[config.mk]
export PLATFORM = sky130hd
export DESIGN_NAME = persp_divide_unit
export DESIGN_NICKNAME = d
export VERILOG_FILES = /design/src/rtl/render_pkg.sv /design/src/rtl/seq_udiv_step.sv /design/src/rtl/persp_divide_unit.sv
export SDC_FILE = /design/constraint.sdc
export NUM_CORES = 1
export LEC_CHECK = 0
export ABC_AREA = 0
export BUFFER_PORTS_ARGS = -buffer_cell sky130_fd_sc_hd__buf_2
export CORE_MARGIN = 2
export CORE_UTILIZATION = 65
export DETAILED_ROUTE_END_ITERATION = 7
export GPL_ROUTABILITY_DRIVEN = 0
export GPL_TIMING_DRIVEN = 0
export PLACE_DENSITY = 0.94
export SLEW_MARGIN = 30
export SYNTH_ARGS = -nofsm -noshare
export SYNTH_HDL_FRONTEND = slang
export SYNTH_SLANG_ARGS = --single-unit
[constraint.sdc]
create_clock -name CLK -period 9.4 [get_ports CLK]
set_clock_uncertainty 0.05 [all_clocks]
set_input_delay 1.88 -clock CLK [delete_from_list [all_inputs] [get_ports CLK]]
set_output_delay 1.88 -clock CLK [all_outputs]
set_load 0.1 [all_outputs]
[src/rtl/render_pkg.sv]
// render_pkg: shared perspective-divide state encoding, flag bit indices and saturation bounds
package render_pkg;

    typedef enum logic [1:0] {IDLE, DIV, FIX, OUT} pd_state_t;

    localparam int FLG_DIV0   = 0;
    localparam int FLG_BEHIND = 1;
    localparam int FLG_SAT    = 2;

    function automatic longint sat_max(input int w);
        return (longint'(1) << (w - 1)) - 1;
    endfunction

    function automatic longint sat_min(input int w);
        return -(longint'(1) << (w - 1));
    endfunction

endpackage

[src/rtl/seq_udiv_step.sv]
// seq_udiv_step: unsigned restoring divider datapath, one quotient bit per enabled cycle
//   clk, rst (sync, active-low) | load: capture dividend, clear remainder
//   en: one shift-subtract step | dividend [N], divisor [D] | quot [N]: quotient after N steps
module seq_udiv_step #(
    parameter int N = 24,
    parameter int D = 17
) (
    input  logic         clk,
    input  logic         rst,
    input  logic         load,
    input  logic         en,
    input  logic [N-1:0] dividend,
    input  logic [D-1:0] divisor,
    output logic [N-1:0] quot
);

    logic [D-1:0] rem;
    logic [D:0]   sh;
    logic         ge;

    // quot doubles as the dividend shift register: dividend bits leave at the top,
    // quotient bits enter at the bottom
    assign sh = {rem, quot[N-1]};
    assign ge = sh >= {1'b0, divisor};

    always_ff @(posedge clk) begin
        if (!rst) begin
            rem  <= '0;
            quot <= '0;
        end else if (load) begin
            rem  <= '0;
            quot <= dividend;
        end else if (en) begin
            rem  <= D'(ge ? sh - {1'b0, divisor} : sh);
            quot <= {quot[N-2:0], ge};
        end
    end

endmodule

[src/rtl/persp_divide_unit.sv]
// persp_divide_unit: perspective divide of a clip-space vertex into signed fixed-point x/w, y/w, z/w
//   CLK, rst (sync, active-low)
//   in_valid/in_ready, in_x/in_y/in_z/in_w [W] signed, in_tag [TAG_W]
//   out_valid/out_ready, out_x/out_y/out_z [W] signed with FRAC fraction bits, out_tag, out_flags [3]
//   out_flags: bit0 w==0, bit1 w<0, bit2 a component was clamped | busy: not IDLE
module persp_divide_unit
    import render_pkg::*;
#(
    parameter int W     = 16,
    parameter int FRAC  = 8,
    parameter int TAG_W = 2
) (
    input  logic                CLK,
    input  logic                rst,
    input  logic                in_valid,
    output logic                in_ready,
    input  logic signed [W-1:0] in_x,
    input  logic signed [W-1:0] in_y,
    input  logic signed [W-1:0] in_z,
    input  logic signed [W-1:0] in_w,
    input  logic [TAG_W-1:0]    in_tag,
    output logic                out_valid,
    input  logic                out_ready,
    output logic signed [W-1:0] out_x,
    output logic signed [W-1:0] out_y,
    output logic signed [W-1:0] out_z,
    output logic [TAG_W-1:0]    out_tag,
    output logic [2:0]          out_flags,
    output logic                busy
);

    localparam int ITER = W + FRAC;
    localparam int CW   = $clog2(ITER);
    localparam logic [CW-1:0]   LAST = CW'(ITER - 1);
    localparam logic [W-1:0]    MAXV = W'(sat_max(W));
    localparam logic [W-1:0]    MINV = W'(sat_min(W));
    localparam logic [ITER-1:0] MAXM = ITER'(sat_max(W));
    localparam logic [ITER-1:0] MINM = ITER'(-sat_min(W));

    pd_state_t         st, nxt;
    logic [CW-1:0]     cnt;
    logic [W-1:0]      cx, cy, cz, wr;
    logic [W:0]        wmag;
    logic [TAG_W-1:0]  tag_r;
    logic [ITER-1:0]   qx, qy, qz;
    logic [W:0]        fx, fy, fz;
    logic              acc, wz;

    // |-(2^(W-1))| still fits W unsigned bits, so the two's-complement negate is exact
    function automatic logic [W-1:0] mag(input logic [W-1:0] v);
        return v[W-1] ? -v : v;
    endfunction

    // {sat, value}: sign rule plus clamp; w==0 forces the signed extreme of the component
    function automatic logic [W:0] fixc(input logic [W-1:0] c, input logic [ITER-1:0] q,
                                        input logic z, input logic wn);
        logic neg, ov;
        logic [W-1:0] lo;
        neg = c[W-1] ^ wn;
        ov  = !z && (neg ? q > MINM : q > MAXM);
        lo  = q[W-1:0];
        return {ov, z ? (c[W-1] ? MINV : |c ? MAXV : {W{1'b0}})
                      : ov ? (neg ? MINV : MAXV) : (neg ? -lo : lo)};
    endfunction

    assign acc       = in_valid && st == IDLE;
    assign in_ready  = st == IDLE;
    assign out_valid = st == OUT;
    assign busy      = st != IDLE;
    assign wz        = ~|wr;
    assign fx        = fixc(cx, qx, wz, wr[W-1]);
    assign fy        = fixc(cy, qy, wz, wr[W-1]);
    assign fz        = fixc(cz, qz, wz, wr[W-1]);

    seq_udiv_step #(.N(ITER), .D(W + 1)) u_div_x (
        .clk(CLK), .rst(rst), .load(acc), .en(st == DIV),
        .dividend({mag(in_x), {FRAC{1'b0}}}), .divisor(wmag), .quot(qx)
    );
    seq_udiv_step #(.N(ITER), .D(W + 1)) u_div_y (
        .clk(CLK), .rst(rst), .load(acc), .en(st == DIV),
        .dividend({mag(in_y), {FRAC{1'b0}}}), .divisor(wmag), .quot(qy)
    );
    seq_udiv_step #(.N(ITER), .D(W + 1)) u_div_z (
        .clk(CLK), .rst(rst), .load(acc), .en(st == DIV),
        .dividend({mag(in_z), {FRAC{1'b0}}}), .divisor(wmag), .quot(qz)
    );

    always_ff @(posedge CLK) begin
        if (!rst) st <= IDLE;
        else      st <= nxt;
    end

    always_comb begin
        nxt = st;
        case (st)
            IDLE:    if (in_valid) nxt = DIV;
            DIV:     if (cnt == LAST) nxt = FIX;
            FIX:     nxt = OUT;
            OUT:     if (out_ready) nxt = IDLE;
            default: nxt = IDLE;
        endcase
    end

    always_ff @(posedge CLK) begin
        if (!rst) begin
            cnt       <= '0;
            cx        <= '0;
            cy        <= '0;
            cz        <= '0;
            wr        <= '0;
            wmag      <= '0;
            tag_r     <= '0;
            out_x     <= '0;
            out_y     <= '0;
            out_z     <= '0;
            out_tag   <= '0;
            out_flags <= '0;
        end else begin
            cnt <= st == DIV ? cnt + 1'b1 : '0;
            if (acc) begin
                cx    <= in_x;
                cy    <= in_y;
                cz    <= in_z;
                wr    <= in_w;
                wmag  <= {1'b0, mag(in_w)};
                tag_r <= in_tag;
            end
            if (st == FIX) begin
                out_x                <= fx[W-1:0];
                out_y                <= fy[W-1:0];
                out_z                <= fz[W-1:0];
                out_tag              <= tag_r;
                out_flags[FLG_DIV0]   <= wz;
                out_flags[FLG_BEHIND] <= wr[W-1];
                out_flags[FLG_SAT]    <= fx[W] | fy[W] | fz[W];
            end
        end
    end

endmodule

After elaboration in Yosys (flattened, before gate mapping) --
Index checks and enable logic that the tools add are counted. W data, S select, Z words.
Operators by class: add/subtract/negate cells 11, bitwise gates (word level) 6, magnitude comparators 9, equality and inequality tests 7, muxes and demuxes 38, reductions and logical operators 15
Operators by type and width (number):
- $mux W16 | 19
- $mux W24 | 6
- $neg A16 Y16 | 7
- $gt A24 B15 Y1 const B | 3
- $gt A24 B16 Y1 const B | 3
- $reduce_or A16 Y1 | 4
- $ge A18 B16 Y1 | 3
- $mux W17 | 3
- $sub A17 B16 Y17 | 3
- $mux W15 | 3
- $pmux W2 S4 | 1
- $mux W2 | 3
- $add A5 B1 Y5 const B | 1
- $eq A5 B5 Y1 const B | 1
- $eq A2 B2 Y1 const B | 2
- $logic_and A1 B1 Y1 | 4
- $ne A2 B2 Y1 const B | 2
- $reduce_bool A2 Y1 | 2
- $mux W1 | 3
- $reduce_and A3 Y1 | 1
- $xor A1 B1 Y1 | 3
- $eq A2 B1 Y1 const B | 1
- $logic_not A2 Y1 | 1
- $ne A2 B1 Y1 const B | 1
- 5 further kinds | 6
Storage, ports and cells: bits of input ports 70, flip-flop bits (word level) 265

Depth between registers and ports, before layout --
Gate-level depths: netlist of the first run.
depth after elaboration 5, gate-level depth with buffers 14, depth with buffers taken out 12

By module --
Synthesis of the first run repeated with hierarchy kept, for this count alone.
Unflattened totals: cells, all modules 2002, area, all modules 15935.3 sq um
Modules (own cells, without submodules):
- seq_udiv_step | times used 3, sequential area each 820.8 sq um, area each 2740.1 sq um, cells an instance 345
- persp_divide_unit | times used 1, sequential area each 2822.7 sq um, area each 7714.9 sq um, cells an instance 967

Worst setup path after synthesis of the first run --
No wires, ideal clock.
path type reg-to-output, from reg st[0], to out busy, required time 7.470 ns, setup slack 5.519 ns, arrival 1.951 ns, stages on the path, launching flop included 4, buffers on the path 0, cell sequence dfxtp_1 > inv_1 > ha_1 > inv_1
Between the ends: word-level cells in the longest chain between the ends 1
Ends and longest elaborated chain:
- from (decl) | line persp_divide_unit.sv:40 | pd_state_t st, nxt;
- from (signal assigned) | line persp_divide_unit.sv:90 | else st <= nxt;
- $reduce_bool A2 Y1 | line persp_divide_unit.sv:69 | assign busy = st != IDLE;
- to (decl) | line persp_divide_unit.sv:29 | output logic busy
No other way between the ends.

==> flow_metrics.env, run 1 <==
export IMPL_syn_cell_area_um2=15000
export IMPL_final_common_cell="dfxtp_1"
export IMPL_p_leak_nw=6.91
export IMPL_grt_pass1_vias=14500
export IMPL_die_h_um=156
export IMPL_wl_met1_mm=17.5
export IMPL_drc=0
export IMPL_cts_resized=0
export IMPL_power_frac_comb=0.629
export IMPL_crit_path_start_kind="flop"
export IMPL_ctsLongestPathBuffers=3
export IMPL_slowest_stage="a2111oi_0"
export IMPL_antenna_found_initial=0
export IMPL_cp_endpoint="u_div_y.rem[12]$_SDFFE_PP0P_"
export IMPL_yosysUniqueCellTypes=64
export IMPL_first_iter_violations=2270
export IMPL_avgSynthCellArea_um2=7.99
export IMPL_route_met2_wl_mm=20.5
export IMPL_status="finished clean"
export IMPL_swShare=0.509
export IMPL_synth_edf_count=0
export IMPL_cts_tree="done"
export IMPL_async_reset_ff_frac=0
export IMPL_vias=15500
export IMPL_dr_pass1_iters=8
export IMPL_seq_power_share=0.227
export IMPL_n_antenna_cell=0
export IMPL_hold_viol_final=0
export IMPL_drive_above_1_share=0.0932
export IMPL_setup_viol=0
export IMPL_insertion_delay_ps=560
export IMPL_rsz0062_at_grt="false"
export IMPL_grt_max_degree=15
export IMPL_ys_seq_area_frac=0.352
export IMPL_tightest_slew_ps=977
export IMPL_fin_crit_sh=0.420
export IMPL_synth_seq_cells=264
export IMPL_highest_layer="met4"
export IMPL_synth_ff_type="dfxtp_1"
export IMPL_maxSlewViolCount=0
export IMPL_rows=55
export IMPL_start_util=0.663
export IMPL_place_detailed_hpwl_mm=33.1
export IMPL_fill_cells=1512
export IMPL_required_ps=9810
export IMPL_post_cts_repair_setup_buffers=0
export IMPL_critPathArrivalTime_ps=4350
export IMPL_tns_ps=0
export IMPL_power_density_nw_per_um2=452
export IMPL_internal_power_w=0.00375
export IMPL_switching_power_w=0.00389
export IMPL_crit_start="wr[0]$_SDFFE_PN0P_"
export IMPL_overflow=0
export IMPL_ys_warn_count=0
export IMPL_synth_nets=2013
export IMPL_root_buffer="clkbuf_16"
export IMPL_cp_max_fo=10
export IMPL_pin_count=126
export IMPL_slew_headroom=0.344
export IMPL_period_needed_ps=3950
export IMPL_finalPower_w=0.00764
export IMPL_dieArea_um2=24300
export IMPL_core_area_um2=22600
export IMPL_die_w_um=156
export IMPL_cts_buffers=27
export IMPL_hp_class="flop to flop"
export IMPL_post_drt_via_cell_ratio=6.63
export IMPL_h_tree_depth=1
export IMPL_r2r_slack_ps=5450
export IMPL_reg2reg_depth=11
export IMPL_cts_hold_buf=0
export IMPL_grt_use_total=0.369
export IMPL_r2r_end="u_div_y.rem[12]$_SDFFE_PP0P_"
export IMPL_routed_wirelength_mm=46.0
export IMPL_maxCapViolCount=0
export IMPL_route_met3_wl_mm=5.51
export IMPL_max_freq_mhz=253
export IMPL_path_cells="ha_1, inv_1, fa_1, a211o_1, a2111oi_0, o21ai_0, a31oi_1, o21ai_1, buf_1, mux2i_1, a211oi_1"
export IMPL_path_clk_slew_ps=60
export IMPL_endpoint_kind="flop"
export IMPL_clock_power_share=0.145
export IMPL_drt_wirelength_per_cell_um=19.7
export IMPL_r2r_start="wr[0]$_SDFFE_PN0P_"
export IMPL_slowest_delay_ps=510
export IMPL_final_antenna_net_count=0
export IMPL_grt_pass1_wl_mm=72.8
export IMPL_path_class="flop to flop"
export IMPL_area_growth_pct=12.5
export IMPL_port_buffers=125
export IMPL_synth_cells=1880
export IMPL_layout_common_cells="dfxtp_1, nand2_1, nor2_1"
export IMPL_vdd_drop_max_v=0.000238
export IMPL_cts_sinks=264
export IMPL_nNetsFinal=2167
[power groups by stage]
stage	combinational (W)	sequential, W	clock [W]
global placement	0.00444	0.00170	0
detailed placement	0.00459	0.00173	0
finish	0.00480	0.00173	0.00110
global route	0.00515	0.00176	0.00115
floorplan	0.00311	0.00221	0
CTS	0.00467	0.00171	0.00109
[cells by family (layout without fill, tap and decap cells)]
logic type               count (synthesis)  in the layout  synth area share
flip-flops                             264            264             0.352
multiplexers                           111            111            0.0743
AO/OA/AOI/OAI                          543            543             0.223
AND/OR/NAND/NOR                        595            595             0.175
adder cells (fa/ha/maj)                 63             63            0.0540
XOR/XNOR                               131            131            0.0764
buffers and inverters                  173            343            0.0453
[per-layer routing]
layer | up-vias | track usage
met5 | - | 0
met4 | 0 | 0.183
met3 | 258 | 0.0747
met2 | 1103 | 0.598
met1 | 7113 | 0.470
li1 | 7001 | -
[through the flow]
stage / worst slack (ps) / hold WS (ps) / instance area (um^2) / instances / utilization
2_1_floorplan: 5520 / 368 / 15000 / 1880 / -
4_1_cts: 5530 / 405 / 16900 / 2335 / 0.746
3_3_place_gp: 5370 / 381 / 16000 / 2290 / 0.707
6_report: 5450 / 406 / 16900 / 2335 / 0.746
5_1_grt: 5240 / 420 / 16900 / 2335 / 0.746
3_5_place_dp: 5340 / 396 / 16000 / 2290 / 0.707
[synth_stat cells, drive strengths merged (17+ instances only)]
library cell | number | share of area
nor4 | 26 | 0.011
xor2 | 40 | 0.023
a211oi | 87 | 0.044
nand2 | 224 | 0.056
a31oi | 17 | 0.0071
a21oi | 189 | 0.064
mux2i | 107 | 0.071
nand3 | 17 | 0.0057
nor2 | 214 | 0.053
xnor2 | 91 | 0.053
dfxtp | 264 | 0.35
o21ai | 119 | 0.040
inv | 61 | 0.015
ha | 60 | 0.050
a21o | 22 | 0.011
nor3 | 31 | 0.010
clkbuf | 97 | 0.024
o31ai | 24 | 0.012
[sequential cells by signal, indices dropped and copies added (netlist names), 3 cells and up]
name	flops
u_div_z.rem	17
out_z	16
cx	16
cy	16
u_div_z.quot	24
u_div_y.quot	24
out_flags	3
cz	16
u_div_y.rem	17
out_x	16
u_div_x.rem	17
wmag	15
out_y	16
wr	16
cnt	5
u_div_x.quot	24
[cell type report]
| cell class | instances | area, um^2 | area share |
|---|---|---|---|
| Tap cell | 285 | 357 | 0.0211 |
| Clock buffer | 37 | 783 | 0.0464 |
| Buffer | 112 | 452 | 0.0267 |
| Timing Repair Buffer | 125 | 626 | 0.0370 |
| Inverter | 61 | 229 | 0.0136 |
| Clock inverter | 8 | 108 | 0.00637 |
| Sequential cell | 264 | 5290 | 0.313 |
| Multi-Input combinational cell | 1443 | 9050 | 0.536 |
[how the worst min path moves through the flow]
stage                        start  cells after the start                   to
2_1_floorplan    cnt[0]$_SDFF_PN0_                      1    cnt[0]$_SDFF_PN0_
3_3_place_gp     cnt[0]$_SDFF_PN0_                      1    cnt[0]$_SDFF_PN0_
3_5_place_dp    cy[0]$_SDFFE_PN0P_                      2   cy[0]$_SDFFE_PN0P_
4_1_cts         cy[0]$_SDFFE_PN0P_                      2   cy[0]$_SDFFE_PN0P_
5_1_grt          cnt[0]$_SDFF_PN0_                      1    cnt[0]$_SDFF_PN0_
6_report       cx[13]$_SDFFE_PN0P_                      2  cx[13]$_SDFFE_PN0P_
[worst max-delay path, delay by kind of cell, from the launching register on]
kind	cells	cell delay, ps
fa+ha+maj	2	670
mux	1	220
buf+inv	2	420
flops	1	500
compound gates	6	2000
(Power assumes the default switching activity.)
==> run 2: changes to the inputs <==
Settings changed: CORE_UTILIZATION 65 to 61, PLACE_DENSITY 0.94 to 0.89.
Clock period 9.4 ns to 4 ns, I/O delays scaled along.
==> run 2 against run 1 <==
Effect of this change: critical endpoint is now u_div_y.rem[13]$_SDFFE_PP0P_; clock power is 140% higher; largest cell class unchanged; fmax grew 4.2%; the run now ends with design-rule violations left; register-to-register slack worse by 5200 ps; die area up 6.4%; non-clock buffer count is the same; cell area grew 0.80%.
==> flow_metrics.env, run 2 (same netlist as run 1, synthesis figures left out) <==
export IMPL_crit_start="wr[0]$_SDFFE_PN0P_"
export IMPL_setup_viol=0
export IMPL_cts_sinks=264
export IMPL_power_density_nw_per_um2=1050
export IMPL_maxSlewViolCount=0
export IMPL_die_w_um=161
export IMPL_nNetsFinal=2168
export IMPL_reg2reg_depth=11
export IMPL_hold_viol_final=0
export IMPL_ctsLongestPathBuffers=3
export IMPL_antenna_found_initial=0
export IMPL_fin_hold_ws_ps=405
export IMPL_status="complete, but fails checks"
export IMPL_power_frac_comb=0.624
export IMPL_swShare=0.502
export IMPL_critPathArrivalTime_ps=4150
export IMPL_clock_power_share=0.150
export IMPL_tightest_slew_ps=958
export IMPL_drc=3
export IMPL_period_needed_ps=3790
export IMPL_post_drt_via_cell_ratio=6.32
export IMPL_finish_utilization=0.702
export IMPL_n_antenna_cell=0
export IMPL_multi_input_area_um2=9060
export IMPL_overflow=0
export IMPL_r2r_end="u_div_y.rem[13]$_SDFFE_PP0P_"
export IMPL_cts_tree="done"
export IMPL_r2r_slack_ps=210
export IMPL_failed_checks="design-rule violations"
export IMPL_switching_power_w=0.00901
export IMPL_area_growth_pct=13.4
export IMPL_seq_power_share=0.226
export IMPL_endpoint_kind="flop"
export IMPL_grt_pass1_wl_mm=71.7
export IMPL_slew_headroom=0.357
export IMPL_required_ps=4360
export IMPL_die_h_um=161
export IMPL_maxCapViolCount=0
export IMPL_pin_count=126
export IMPL_grt_use_total=0.337
export IMPL_final_antenna_net_count=0
export IMPL_grt_max_degree=15
export IMPL_max_freq_mhz=264
export IMPL_port_buffers=125
export IMPL_hp_class="flop to flop"
export IMPL_r2r_start="wr[0]$_SDFFE_PN0P_"
export IMPL_insertion_delay_ps=550
export IMPL_rows=57
export IMPL_rsz0062_at_grt="false"
export IMPL_routed_wirelength_mm=44.5
export IMPL_largest_registers="u_div_x.quot x24, u_div_y.quot x24, u_div_z.quot x24"
export IMPL_fill_cells=1857
export IMPL_grt_pass1_vias=14100
export IMPL_post_cts_repair_setup_buffers=0
export IMPL_cts_buffers=28
export IMPL_finalInstanceArea_um2=17000
export IMPL_drive_above_1_share=0.0967
export IMPL_dr_pass1_iters=8
export IMPL_tns_ps=0
export IMPL_vias=15000
export IMPL_finalPower_w=0.0179
export IMPL_dieArea_um2=25900
export IMPL_root_buffer="clkbuf_16"
export IMPL_vdd_drop_max_v=0.000519
export IMPL_cp_max_fo=10
export IMPL_drt_wirelength_per_cell_um=18.7
export IMPL_internal_power_w=0.00893
export IMPL_h_tree_depth=1
export IMPL_slowest_delay_ps=540
export IMPL_start_util=0.619
export IMPL_p_leak_nw=6.94
export IMPL_core_area_um2=24200
export IMPL_path_class="flop to flop"
export IMPL_path_clk_slew_ps=60
export IMPL_regArea_um2=5290
export IMPL_crit_path_start_kind="flop"
export IMPL_slowest_stage="a2111oi_0"
export IMPL_first_iter_violations=1968
export IMPL_place_detailed_hpwl_mm=32.7
export IMPL_cts_hold_buf=0
export IMPL_final_common_cell="dfxtp_1"
export IMPL_path_cells="ha_1, inv_1, fa_1, a211o_1, a2111oi_0, o21ai_1, a31oi_2, o21ai_1, clkbuf_1, a311oi_1, nor3_1"
export IMPL_fin_crit_sh=0.946
export IMPL_layout_common_cells="dfxtp_1, nand2_1, nor2_1"
export IMPL_crit_top_cell="o21ai_1"
export IMPL_dpl_instance_area_um2=16000
export IMPL_cp_endpoint="u_div_y.rem[13]$_SDFFE_PP0P_"
==> run 2: cell count changes in the layout (fill, tap and decap cells not counted), sizes merged <==
cell	previous run	this run
clkinvlp	1	3
inv	62	61
clkbuf	134	141
buf	140	139
==> run 2: metal layers <==
metal / global-route usage / vias to the layer above / routed length, um
li1: - / 7021 / -
met2: 0.541 / 920 / 20000
met1: 0.451 / 6944 / 17800
met3: 0.0542 / 160 / 4850
met5: 0 / - / 0
met4: 0.140 / 0 / 1930
==> run 2: worst min path at each step <==
stage	start	end	slack (ps)	depth (start not counted)
floorplan	cnt[0]$_SDFF_PN0_	cnt[0]$_SDFF_PN0_	370	1
detailed placement	cy[0]$_SDFFE_PN0P_	cy[0]$_SDFFE_PN0P_	400	2
global route	cy[0]$_SDFFE_PN0P_	cy[0]$_SDFFE_PN0P_	420	2
finish	cy[0]$_SDFFE_PN0P_	cy[0]$_SDFFE_PN0P_	400	2
CTS	cy[0]$_SDFFE_PN0P_	cy[0]$_SDFFE_PN0P_	400	2
global placement	cnt[0]$_SDFF_PN0_	cnt[0]$_SDFF_PN0_	380	1
==> run 2: layout make-up <==
type	instances	area share
inverter	61	0.0135
multi-input combinational	1443	0.533
tap	324	0.0238
sequential	264	0.310
buffer	112	0.0267
clock inverter	9	0.00647
clock buffer	43	0.0498
timing repair buffer	125	0.0368
==> run 2: power by group through the flow <==
stage	Sequential, W	Clock, W	Combinational [W]
floorplan	0.00520	0	0.00731
global placement	0.00401	0	0.0105
detailed placement	0.00405	0	0.0108
CTS	0.00401	0.00270	0.0109
global route	0.00412	0.00281	0.0120
finish	0.00405	0.00269	0.0112
==> run 2: worst max-delay path: cells and delay by family, from the launching register on <==
kind / cells / cell delay, ps
AO/OA/AOI/OAI: 6 / 1960
adder cells (fa/ha/maj): 2 / 660
buffers and inverters: 2 / 370
flip-flops: 1 / 530
AND/OR/NAND/NOR: 1 / 90
==> run 2: repair_timing <==
action	4_1_cts	5_1_grt
resized for setup	0	7
endpoints found under the hold margin	0	0
endpoints found under the setup margin	0	23
==> run 2: stage by stage <==
step | setup WS (ps) | cells
after global routing | 12.5 | 2381
final | 214 | 2381
after detailed placement | 174 | 2329
after CTS | 124 | 2381
after floorplan | 853 | 1880
after global placement | 241 | 2329
==> run 3: changes to the inputs <==
Settings changed: CORE_MARGIN 2 to 4, CORE_UTILIZATION 61 to 40, PLACE_DENSITY 0.89 to 0.65.
==> run 3 against run 2 <==
Effect of this change: the run now ends clean; first-iteration DRC count down 40%; hold slack worse by 9.5 ps; global-route usage down 12 points; clock-buffer cell count down 5; sequential share of layout area down 0.28 points; setup slack better by 74 ps; die area up 57%; utilization down 24 points; clock power down 1%; critical endpoint unchanged; largest cell class unchanged; largest power group unchanged.
==> flow_metrics.env, run 3 (same netlist as run 1, synthesis figures left out) <==
export IMPL_maxCapViolCount=0
export IMPL_slowest_delay_ps=530
export IMPL_max_freq_mhz=269
export IMPL_r2r_end="u_div_y.rem[13]$_SDFFE_PP0P_"
export IMPL_vdd_drop_max_v=0.000477
export IMPL_finish_utilization=0.467
export IMPL_tns_ps=0
export IMPL_cp_max_fo=10
export IMPL_port_buffers=125
export IMPL_finalInstanceArea_um2=17200
export IMPL_h_tree_depth=1
export IMPL_grt_pass1_wl_mm=73.7
export IMPL_reg2reg_depth=11
export IMPL_slew_headroom=0.358
export IMPL_critPathArrivalTime_ps=4080
export IMPL_finalPower_w=0.0177
export IMPL_cts_buffers=30
export IMPL_ctsLongestPathBuffers=3
export IMPL_overflow=0
export IMPL_dpl_instance_area_um2=16200
export IMPL_dr_pass1_iters=5
export IMPL_fin_crit_sh=0.928
export IMPL_cp_endpoint="u_div_y.rem[13]$_SDFFE_PP0P_"
export IMPL_r2r_slack_ps=290
export IMPL_p_leak_nw=6.93
export IMPL_nNetsFinal=2170
export IMPL_post_drt_via_cell_ratio=5.67
export IMPL_slowest_stage="dfxtp_1"
export IMPL_die_w_um=202
export IMPL_cts_sinks=264
export IMPL_grt_use_total=0.219
export IMPL_routed_wirelength_mm=46.2
export IMPL_rsz0062_at_grt="false"
export IMPL_area_growth_pct=14.4
export IMPL_path_clk_slew_ps=60
export IMPL_cts_hold_buf=0
export IMPL_crit_start="wr[0]$_SDFFE_PN0P_"
export IMPL_required_ps=4360
export IMPL_period_needed_ps=3710
export IMPL_cp_depth=11
export IMPL_final_antenna_net_count=0
export IMPL_start_util=0.408
export IMPL_root_buffer="clkbuf_16"
export IMPL_crit_path_start_kind="flop"
export IMPL_power_density_nw_per_um2=1030
export IMPL_final_common_cell="dfxtp_1"
export IMPL_die_h_um=202
export IMPL_grt_max_degree=16
export IMPL_vias=14300
export IMPL_first_iter_violations=1172
export IMPL_drive_above_1_share=0.0967
export IMPL_insertion_delay_ps=570
export IMPL_drc=0
export IMPL_cpLargestDelayFamily="compound AO/OA/AOI/OAI gates"
export IMPL_drt_wirelength_per_cell_um=18.3
export IMPL_maxSlewViolCount=0
export IMPL_dieArea_um2=40700
export IMPL_cts_tree="done"
export IMPL_layout_common_cells="dfxtp_1, nand2_1, nor2_1"
export IMPL_largest_registers="u_div_x.quot x24, u_div_y.quot x24, u_div_z.quot x24"
export IMPL_fin_hold_ws_ps=395
export IMPL_fill_cells=3626
export IMPL_place_detailed_hpwl_mm=35.8
export IMPL_path_class="flop to flop"
export IMPL_antenna_found_initial=0
export IMPL_endpoint_kind="flop"
export IMPL_status="finished clean"
export IMPL_path_cells="ha_1, inv_1, fa_1, a211o_1, a2111oi_1, o21ai_0, a31oi_2, o21ai_1, clkbuf_1, a311oi_1, nor3_1"
export IMPL_hold_viol_final=0
export IMPL_setup_viol=0
export IMPL_crit_buf_inv=2
export IMPL_core_area_um2=36800
export IMPL_pin_count=126
export IMPL_hp_class="flop to flop"
export IMPL_rows=70
export IMPL_tightest_slew_ps=963
export IMPL_r2r_start="wr[0]$_SDFFE_PN0P_"
export IMPL_grt_pass1_vias=13500
-- run 3: area by class of cell --
cell class	count	area [um^2]	share of cell area
multi-input combinational	1443	9060	0.527
sequential	264	5290	0.308
clock buffer	38	811	0.0472
timing repair buffer	125	626	0.0364
tap	468	586	0.0341
buffer	112	454	0.0264
inverter	61	229	0.0133
clock inverter	14	130	0.00757
antenna	1	2.50	0.000146
-- run 3: repair_timing --
action	4_1_cts	5_1_grt
endpoints found under the hold margin	0	0
endpoints found under the setup margin	0	18
gates resized for setup	0	5
buffers inserted	0	0
-- run 3: routing by layer --
metal	track usage	part of all wire	vias to the layer above
li1	-	-	7033
met1	0.321	0.48	6754
met2	0.335	0.43	453
met3	0.0288	0.064	78
met4	0.0669	0.030	0
met5	0	0	-
-- run 3: worst min path at each step --
stage	start	end	slack [ps]	cells past startpoint
after floorplan	cnt[0]$_SDFF_PN0_	cnt[0]$_SDFF_PN0_	370	1
after global placement	cnt[0]$_SDFF_PN0_	cnt[0]$_SDFF_PN0_	380	1
after detailed placement	cnt[0]$_SDFF_PN0_	cnt[0]$_SDFF_PN0_	380	1
after CTS	cnt[0]$_SDFF_PN0_	cnt[0]$_SDFF_PN0_	400	1
after global routing	cnt[0]$_SDFF_PN0_	cnt[0]$_SDFF_PN0_	420	1
final	cnt[0]$_SDFF_PN0_	cnt[0]$_SDFF_PN0_	400	1
-- run 3: per-stage QoR --
stage	setup slack [ps]	cells
finish	288	2526
global route	70.2	2525
CTS	133	2525
detailed placement	173	2473
global placement	155	2473
floorplan	853	1880
-- run 3: report_power, final --
part | total (W) | switching [W] | internal (W) | leakage [nW]
registers | 0.00402 | 0.000618 | 0.00340 | 2.16
logic | 0.0110 | 0.00711 | 0.00393 | 4.32
clock network | 0.00265 | 0.00115 | 0.00150 | 0.453
total | 0.0177 | 0.00888 | 0.00883 | 6.93
